`src/rtl/alu_pkg.sv`:
```
// Shared definitions for the 15-bit sign-in-MSB ALU and its issue/writeback
// sequencer: command encodings, sequencer FSM states and the two operand
// patterns the ALU treats as a zero divisor.
package alu_pkg;

   // ALU command encodings; CMD_LDI is never sent to the ALU
   localparam logic [2:0] CMD_ADD = 3'd0;
   localparam logic [2:0] CMD_SUB = 3'd1;
   localparam logic [2:0] CMD_AND = 3'd2;
   localparam logic [2:0] CMD_MP0 = 3'd3;
   localparam logic [2:0] CMD_MP1 = 3'd4;
   localparam logic [2:0] CMD_DV0 = 3'd5;
   localparam logic [2:0] CMD_DV1 = 3'd6;
   localparam logic [2:0] CMD_LDI = 3'd7;

   // Register-file geometry
   localparam int unsigned REG_AW = 3;
   localparam int unsigned REG_DW = 16;

   // Both +0 and -0 (all ones in sign-in-MSB) are a zero divisor for the ALU
   localparam logic [14:0] DIVZ_POS = 15'h0000;
   localparam logic [14:0] DIVZ_NEG = 15'h7FFF;

   // Sequencer FSM states
   typedef enum logic [1:0] {
      S_IDLE = 2'd0,
      S_READ = 2'd1,
      S_EXEC = 2'd2,
      S_WB   = 2'd3
   } seq_state_e;

   // True for the two divide commands
   function automatic logic is_div_cmd(input logic [2:0] cmd);
      return (cmd == CMD_DV0) || (cmd == CMD_DV1);
   endfunction

   // True when a 15-bit ALU value is one of the two zero encodings
   function automatic logic is_zero_divisor(input logic [14:0] value);
      return (value == DIVZ_POS) || (value == DIVZ_NEG);
   endfunction

endpackage

```
`src/rtl/alu_regfile.sv`:
```
// Operand register file: NREGS x 16-bit words, two combinational read ports,
// one synchronous write port, synchronous clear on rst.
module alu_regfile
   import alu_pkg::*;
#(
   parameter int unsigned NREGS = 8
) (
   input  logic                clk,
   input  logic                rst,
   input  logic                we_i,
   input  logic [REG_AW-1:0]   waddr_i,
   input  logic [REG_DW-1:0]   wdata_i,
   input  logic [REG_AW-1:0]   raddr1_i,
   input  logic [REG_AW-1:0]   raddr2_i,
   output logic [REG_DW-1:0]   rdata1_o,
   output logic [REG_DW-1:0]   rdata2_o
);

   logic [REG_DW-1:0] mem_q [NREGS];

   // Combinational read ports; addresses past NREGS read as zero
   always_comb begin
      rdata1_o = 16'h0000;
      rdata2_o = 16'h0000;
      if (32'(raddr1_i) < NREGS) begin
         rdata1_o = mem_q[raddr1_i];
      end else begin
         rdata1_o = 16'h0000;
      end
      if (32'(raddr2_i) < NREGS) begin
         rdata2_o = mem_q[raddr2_i];
      end else begin
         rdata2_o = 16'h0000;
      end
   end

   // Synchronous clear and single write port
   always_ff @(posedge clk) begin
      if (rst) begin
         for (int i = 0; i < int'(NREGS); i++) begin
            mem_q[i] <= 16'h0000;
         end
      end else if (we_i && (32'(waddr_i) < NREGS)) begin
         mem_q[waddr_i] <= wdata_i;
      end
   end

endmodule

```
`src/rtl/alu_sequencer.sv`:
```
// Issue-and-writeback stage in front of the 15-bit ALU. Accepts one
// instruction at a time, reads two operands, drives the ALU for a fixed
// latency, writes the result back. LDI is handled locally; divides by a
// zero encoding are dropped with an err pulse instead of a write-back.
module alu_sequencer
   import alu_pkg::*;
#(
   parameter int unsigned ALU_LATENCY = 1,
   parameter int unsigned NREGS       = 8
) (
   input  logic        clk,
   input  logic        rst,
   input  logic        in_valid,
   output logic        in_ready,
   input  logic [2:0]  in_cmd,
   input  logic [2:0]  in_rd,
   input  logic [2:0]  in_rs1,
   input  logic [2:0]  in_rs2,
   input  logic [15:0] in_imm,
   output logic [15:0] alu_a,
   output logic [15:0] alu_b,
   output logic [2:0]  alu_cmd,
   input  logic [14:0] alu_res,
   output logic        done,
   output logic [2:0]  done_rd,
   output logic [15:0] done_data,
   output logic        err
);

   // EXEC counts down from here to zero, giving ALU_LATENCY EXEC cycles
   localparam logic [3:0] EXEC_LOAD = 4'(ALU_LATENCY - 1);

   seq_state_e  state_q;
   logic [2:0]  cmd_q;
   logic [2:0]  rd_q;
   logic [2:0]  rs1_q;
   logic [2:0]  rs2_q;
   logic [3:0]  cnt_q;
   logic        divz_q;
   logic [15:0] alu_a_q;
   logic [15:0] alu_b_q;
   logic [2:0]  alu_cmd_q;
   logic        in_ready_q;
   logic        done_q;
   logic [2:0]  done_rd_q;
   logic [15:0] done_data_q;
   logic        err_q;

   logic [15:0] rs1_data_s;
   logic [15:0] rs2_data_s;

   // The write port is driven straight from the registered done outputs, so
   // the register updates at the end of the WB cycle in which done is high.
   alu_regfile #(
      .NREGS (NREGS)
   ) u_rf (
      .clk      (clk),
      .rst      (rst),
      .we_i     (done_q),
      .waddr_i  (done_rd_q),
      .wdata_i  (done_data_q),
      .raddr1_i (rs1_q),
      .raddr2_i (rs2_q),
      .rdata1_o (rs1_data_s),
      .rdata2_o (rs2_data_s)
   );

   // Sequencer FSM with all outputs registered
   always_ff @(posedge clk) begin
      if (rst) begin
         state_q     <= S_IDLE;
         cmd_q       <= 3'd0;
         rd_q        <= 3'd0;
         rs1_q       <= 3'd0;
         rs2_q       <= 3'd0;
         cnt_q       <= 4'd0;
         divz_q      <= 1'b0;
         alu_a_q     <= 16'h0000;
         alu_b_q     <= 16'h0000;
         alu_cmd_q   <= 3'd0;
         in_ready_q  <= 1'b1;
         done_q      <= 1'b0;
         done_rd_q   <= 3'd0;
         done_data_q <= 16'h0000;
         err_q       <= 1'b0;
      end else begin
         // Pulses default low; the transition into WB raises one of them
         done_q <= 1'b0;
         err_q  <= 1'b0;
         case (state_q)
            S_IDLE: begin
               if (in_valid && in_ready_q) begin
                  cmd_q      <= in_cmd;
                  rd_q       <= in_rd;
                  rs1_q      <= in_rs1;
                  rs2_q      <= in_rs2;
                  in_ready_q <= 1'b0;
                  if (in_cmd == CMD_LDI) begin
                     // Immediate is written verbatim, bit 0 included
                     done_q      <= 1'b1;
                     done_rd_q   <= in_rd;
                     done_data_q <= in_imm;
                     state_q     <= S_WB;
                  end else begin
                     state_q <= S_READ;
                  end
               end
            end
            S_READ: begin
               alu_a_q   <= rs1_data_s;
               alu_b_q   <= rs2_data_s;
               alu_cmd_q <= cmd_q;
               cnt_q     <= EXEC_LOAD;
               divz_q    <= is_div_cmd(cmd_q) && is_zero_divisor(rs1_data_s[15:1]);
               state_q   <= S_EXEC;
            end
            S_EXEC: begin
               if (cnt_q == 4'd0) begin
                  if (divz_q) begin
                     err_q <= 1'b1;
                  end else begin
                     done_q      <= 1'b1;
                     done_rd_q   <= rd_q;
                     done_data_q <= {alu_res, 1'b0};
                  end
                  state_q <= S_WB;
               end else begin
                  cnt_q <= cnt_q - 4'd1;
               end
            end
            S_WB: begin
               in_ready_q <= 1'b1;
               state_q    <= S_IDLE;
            end
            default: begin
               in_ready_q <= 1'b1;
               state_q    <= S_IDLE;
            end
         endcase
      end
   end

   assign in_ready  = in_ready_q;
   assign alu_a     = alu_a_q;
   assign alu_b     = alu_b_q;
   assign alu_cmd   = alu_cmd_q;
   assign done      = done_q;
   assign done_rd   = done_rd_q;
   assign done_data = done_data_q;
   assign err       = err_q;

endmodule
```
`config.mk`:
```
export PLATFORM = sky130hd
export DESIGN_NAME = alu_sequencer
export DESIGN_NICKNAME = d
export VERILOG_FILES = /design/src/rtl/alu_pkg.sv /design/src/rtl/alu_regfile.sv /design/src/rtl/alu_sequencer.sv
export SDC_FILE = /design/constraint.sdc
export NUM_CORES = 1
export LEC_CHECK = 0
export ABC_AREA = 1
export CAP_MARGIN = 20
export CELL_PAD_IN_SITES_DETAIL_PLACEMENT = 1
export CELL_PAD_IN_SITES_GLOBAL_PLACEMENT = 1
export CORE_UTILIZATION = 32
export CTS_BUF_LIST = sky130_fd_sc_hd__clkbuf_2
export CTS_CLUSTER_DIAMETER = 200
export DETAILED_ROUTE_END_ITERATION = 7
export PLACE_DENSITY = 0.66
export SLEW_MARGIN = 20
export SYNTH_ARGS = -nofsm -noshare
export SYNTH_HDL_FRONTEND = slang
export SYNTH_SLANG_ARGS = --single-unit
export TNS_END_PERCENT = 5
```
`constraint.sdc`:
```
create_clock -name clk -period 2.95 [get_ports clk]
set_clock_uncertainty 0.15 [all_clocks]
set_input_delay 0.59 -clock clk [delete_from_list [all_inputs] [get_ports clk]]
set_output_delay 0.59 -clock clk [all_outputs]
set_load 0.02 [all_outputs]
```
# Word level (Yosys, flattened, before mapping)
# Memory sizes are Yosys's and may differ from the RTL's. A register that Yosys moved wholly into a read port is not among the register bits.
# Index checks and enable logic that the tools add are counted.
# W data, S select, Z words.
[op_classes]
addsub = 1
n_eq_ne = 12
n_mux = 34
bitwise = 2
reduce_logical = 17
[op_table]
columns = ["op", "count"]
rows = [
  ["$mux W16", 5],
  ["$pmux W16 S2", 1],
  ["$mux W3", 7],
  ["$reduce_or A16 Y1", 1],
  ["$eq A15 B15 Y1 const B", 1],
  ["$logic_not A15 Y1", 1],
  ["$mux W1", 12],
  ["$ne A2 B2 Y1 const B", 5],
  ["$eq A3 B3 Y1 const B", 3],
  ["$pmux W2 S4", 1],
  ["$pmux W4 S2", 1],
  ["$reduce_and A2 Y1", 4],
  ["$mux W2", 3],
  ["$pmux W3 S2", 1],
  ["$reduce_bool A2 Y1", 3],
  ["$reduce_and A5 Y1", 1],
  ["$eq A2 B2 Y1 const B", 2],
  ["$logic_not A4 Y1", 1],
  ["$mux W4", 1],
  ["$pmux W1 S2", 2],
  ["$sub A4 B1 Y4 const B", 1],
  ["$reduce_or A3 Y1", 1],
  ["$eq A2 B1 Y1 const B", 1],
  ["$logic_and A1 B1 Y1", 2],
  ["other kinds (3)", 5],
]
[word_totals]
regBits = 60
mem_bits_rw = 128
inputBits = 46
output_inout_bits = 57
elab_cells = 81
mem_count = 1
[memory_table]
columns = ["name", "depth", "word_bits", "read_ports", "rd_ports_with_merged_regs", "write_ports", "line_no", "source"]
rows = [
  ["u_rf.mem_q", 8, 16, 2, 2, 8, "alu_regfile.sv:19", "logic [REG_DW-1:0] mem_q [NREGS];"],
]

# Logic depth before layout (Yosys ltp)
[logic_depth]
word_depth = 5
mapped_depth = 16
mapped_depth_nobuf = 13

# Modules after synthesis
# From an unflattened synthesis, not the netlist that was laid out.
[unflattened]
hier_cells = 1475
area_unflattened_um2 = 10805.4
[by_module_without_submodules]
columns = ["mod", "n_inst", "cells_per_inst", "area_each_um2"]
rows = [
  ["alu_regfile", 1, 1032, 7532.2],
  ["alu_sequencer", 1, 443, 3273.1],
]

# Worst setup path before layout
# Ideal clock, no wire load.
[synth_timing]
path_kind = "in2reg"
startpoint = "input rst"
endpoint = "memory u_rf.mem_q[1][0], enable pin"
arrival_time_ps = 1648
required_ps = 2428
path_slack_ps = 780
path_stages = 6
cell_sequence = "inv_1 nand2_1 nor2_1 nand2_1 clkbuf_1 nand2_1"
[synth_lines]
columns = ["element", "line_no", "source"]
rows = [
  ["start, declared", "alu_sequencer.sv:12", "input logic rst,"],
  ["end, declared", "alu_regfile.sv:19", ""],
]

# Worst setup path after layout
[layout_timing]
startpoint = "register done_rd_q[0], in the netlist done_rd[0]"
endpoint = "output done_rd[0]"
[layout_lines]
columns = ["element", "line_no", "source"]
rows = [
  ["start, declared", "alu_sequencer.sv:45", "logic [2:0] done_rd_q;"],
  ["start signal, assigned", "alu_sequencer.sv:101", "done_rd_q <= in_rd;"],
  ["start signal, assigned", "alu_sequencer.sv:123", "done_rd_q <= rd_q;"],
  ["end, declared", "alu_sequencer.sv:25", "output logic [2:0] done_rd,"],
]
# No word-level cell between the ends.

==> impl_metrics.env <==
export IMPL_status="finished clean"
export IMPL_drc_errors=0
export IMPL_path_cells="clkdlybuf4s50_1"
export IMPL_pin_count=103
export IMPL_die_area_mm2=0.0329
export IMPL_synth_most_common_cell="nand2_1"
export IMPL_grt_use_met3=0.0439
export IMPL_root_buffer="clkbuf_2"
export IMPL_yosys_top_cells_count="291 x nand2_1, 189 x nor2_1, 153 x inv_1, 139 x o21ai_0, 128 x edfxtp_1"
export IMPL_insertion_delay_ns=0.93
export IMPL_track_usage=0.208
export IMPL_nNetsFinal=1488
export IMPL_hp_class="in2reg"
export IMPL_vias=9375
export IMPL_postCtsHoldBufs=0
export IMPL_crit_buf_inv=1
export IMPL_cts_resized=0
export IMPL_rrSetupSlack_ns=0.56
export IMPL_syn_area_mm2=0.0103
export IMPL_rsz0062_at_grt="false"
export IMPL_portBuffers=102
export IMPL_place_ws_ns=0.312
export IMPL_layout_min_cycle_time_ns=2.70
export IMPL_cts_buffers=55
export IMPL_grt_pass1_wl_um=53100
export IMPL_hpwl_um=24500
export IMPL_cap_violations=0
export IMPL_finalSetupTns_ns=0
export IMPL_initial_utilization=0.326
export IMPL_clock_sinks=207
export IMPL_power_density_mw_per_mm2=815
export IMPL_fin_ws_ns=0.250
export IMPL_die_y_um=182
export IMPL_h_tree_depth=2
export IMPL_fmax_mhz=370
export IMPL_synth_top_cell_area_share=0.373
export IMPL_required_ns=2.21
export IMPL_synthFlopType="edfxtp_1"
export IMPL_grt_max_degree=80
export IMPL_grt_pass1_vias=9379
export IMPL_yosysTopAreaCell="edfxtp_1"
export IMPL_synth_area_top_cells="edfxtp_1 37%, dfxtp_1 15%, nand2_1 11%"
export IMPL_hold_start="alu_res[1]"
export IMPL_end_kind="primary output"
export IMPL_critPathSlowestCell="clkdlybuf4s50_1"
export IMPL_wirelength_um=33800
export IMPL_drv_slew=0
export IMPL_slew_headroom=0.541
export IMPL_grt_met2_usage=0.310
export IMPL_yosysWarnings=0
export IMPL_dp_cells=1781
export IMPL_worstPathArrival_ns=1.96
export IMPL_syn_nets=1374
export IMPL_gr_total_overflow=0
export IMPL_finalSetupViolCount=0
export IMPL_rows=65
export IMPL_tightestPinTransition_ns=0.688
export IMPL_reg2reg_from="state_q[1]"
export IMPL_hold_viol_final=0
export IMPL_path_delay_family="buffers and inverters"
export IMPL_drtPass1Iterations=5
export IMPL_cts_setup_buffers=0
export IMPL_ys_ff_latch=207
export IMPL_async_flop_share=0
export IMPL_seq_area_frac_synth=0.526
export IMPL_place_congestion=0.829
export IMPL_grt_busiest_layer="met2"
export IMPL_clk_pin_slew_ns=0.11
export IMPL_fin_crit_sh=0.915
export IMPL_path_class="reg2out"
export IMPL_critical_path_startpoint_type="flip-flop"
export IMPL_cp_max_fo=3
export IMPL_cts_tree="done"
export IMPL_antenna_found_initial=1
export IMPL_critPathLaunch="done_rd[0]"
export IMPL_syn_to_final_growth_pct=19.4
export IMPL_ir_drop_v=0.000302
export IMPL_synth_edf_count=128
export IMPL_stdcell_count=1885
export IMPL_postSynthAreaPerCell_um2=7.80
export IMPL_synthCells=1322
export IMPL_dr_first_iter_drc_count=620
export IMPL_ant_nets=0
export IMPL_yosysUniqueCellTypes=31
export IMPL_core_area_mm2=0.0316
export IMPL_wire_per_inst_um=17.9
export IMPL_p_leak_uw=0.00504
export IMPL_critPathMaxStageDelay_ns=0.63
export IMPL_gr_usage_met1=0.297
export IMPL_via_per_inst=4.97
export IMPL_clockBufferDepth=3
export IMPL_die_w_um=182
export IMPL_drive_above_1_share=0.0972
==> logic make-up after synthesis <==
logic type,after synthesis,synth area share
AND/OR/NAND/NOR,566,0.218
flip-flops,207,0.526
buffers and inverters,240,0.0929
multiplexers,2,0.00194
AO/OA/AOI/OAI,301,0.154
adder cells (fa/ha/maj),6,0.00728
==> cell type report <==
cell class | count | area [um^2]
multi-input combinational | 875 | 3930
antenna | 1 | 2.50
clock inverter | 12 | 56.3
fill | 3869 | 19300
sequential | 207 | 5430
clock buffer | 91 | 455
inverter | 157 | 589
timing repair buffer | 140 | 1340
tap | 402 | 503
==> sequential cells by signal, summed over array words and instances (netlist names), named ones only <==
signal,count
rd_q,3
divz_q,1
rs1_q,3
rs2_q,3
alu_a,16
state_q,2
alu_cmd,3
done_rd,3
in_ready,1
u_rf.mem_q,128
cnt_q,4
err,1
done,1
alu_b,16
done_data,16
cmd_q,3
==> layout by cell type (no fill, tap or decap), types with 2 or more instances in the layout <==
cell and count:
clkbuf_2 91, a31oi_1 16, buf_12 3, o21ai_0 139, buf_4 35, clkinv_1 9, inv_1 152, ha_1 5
nor2_1 189, mux2i_1 2, edfxtp_1 128, nand2_1 291, inv_2 5, dfxtp_1 77, o211ai_1 4, a21oi_1 112
o22ai_1 17, clkdlybuf4s50_1 102, o21ai_1 4, nand3_1 81, a211oi_1 5
==> where the power goes <==
group	internal, uW	total, uW	switching (uW)	leakage [uW]
Clock	818	2050	1230	0.000407
Combinational	1430	4200	2770	0.00266
Sequential	3490	3790	303	0.00197
==> worst reg2reg max path, stage by stage (launching register included) <==
cell and delay, ns:
dfxtp_1 0.35, inv_1 0.11, ha_1 0.26, inv_1 0.11, nor2_4 0.20, nand3_1 0.14
o21ai_2 0.10, nand2_2 0.14, inv_2 0.36, o21ai_0 0.16, a31oi_1 0.19
==> worst paths after layout <==
kind                  end  cells past startpoint
min          done_data[2]                      3
max reg2reg  done_data[8]                     10
max            done_rd[0]                      1
min reg2reg      cnt_q[0]                      1
==> routing by layer <==
metal  routed length [um]  vias to the layer above
met3                 2120                       48
met2                14400                      262
met5                    0                        -
li1                     -                     4595
met4                  721                        0
met1                16600                     4470
==> metrics by stage <==
stage               cell area [um^2]  hold WS [ns]  total power, uW   util
global placement               11800         0.278             7990  0.373
CTS                            12300        0.0126            10200  0.389
floorplan                      10300         0.262             6430      -
global route                   12300        0.0380            10800  0.389
detailed placement             11800         0.299             8070  0.373
finish                         12300        0.0869            10000  0.389
No activity file was read; power rests on OpenSTA's default activity.
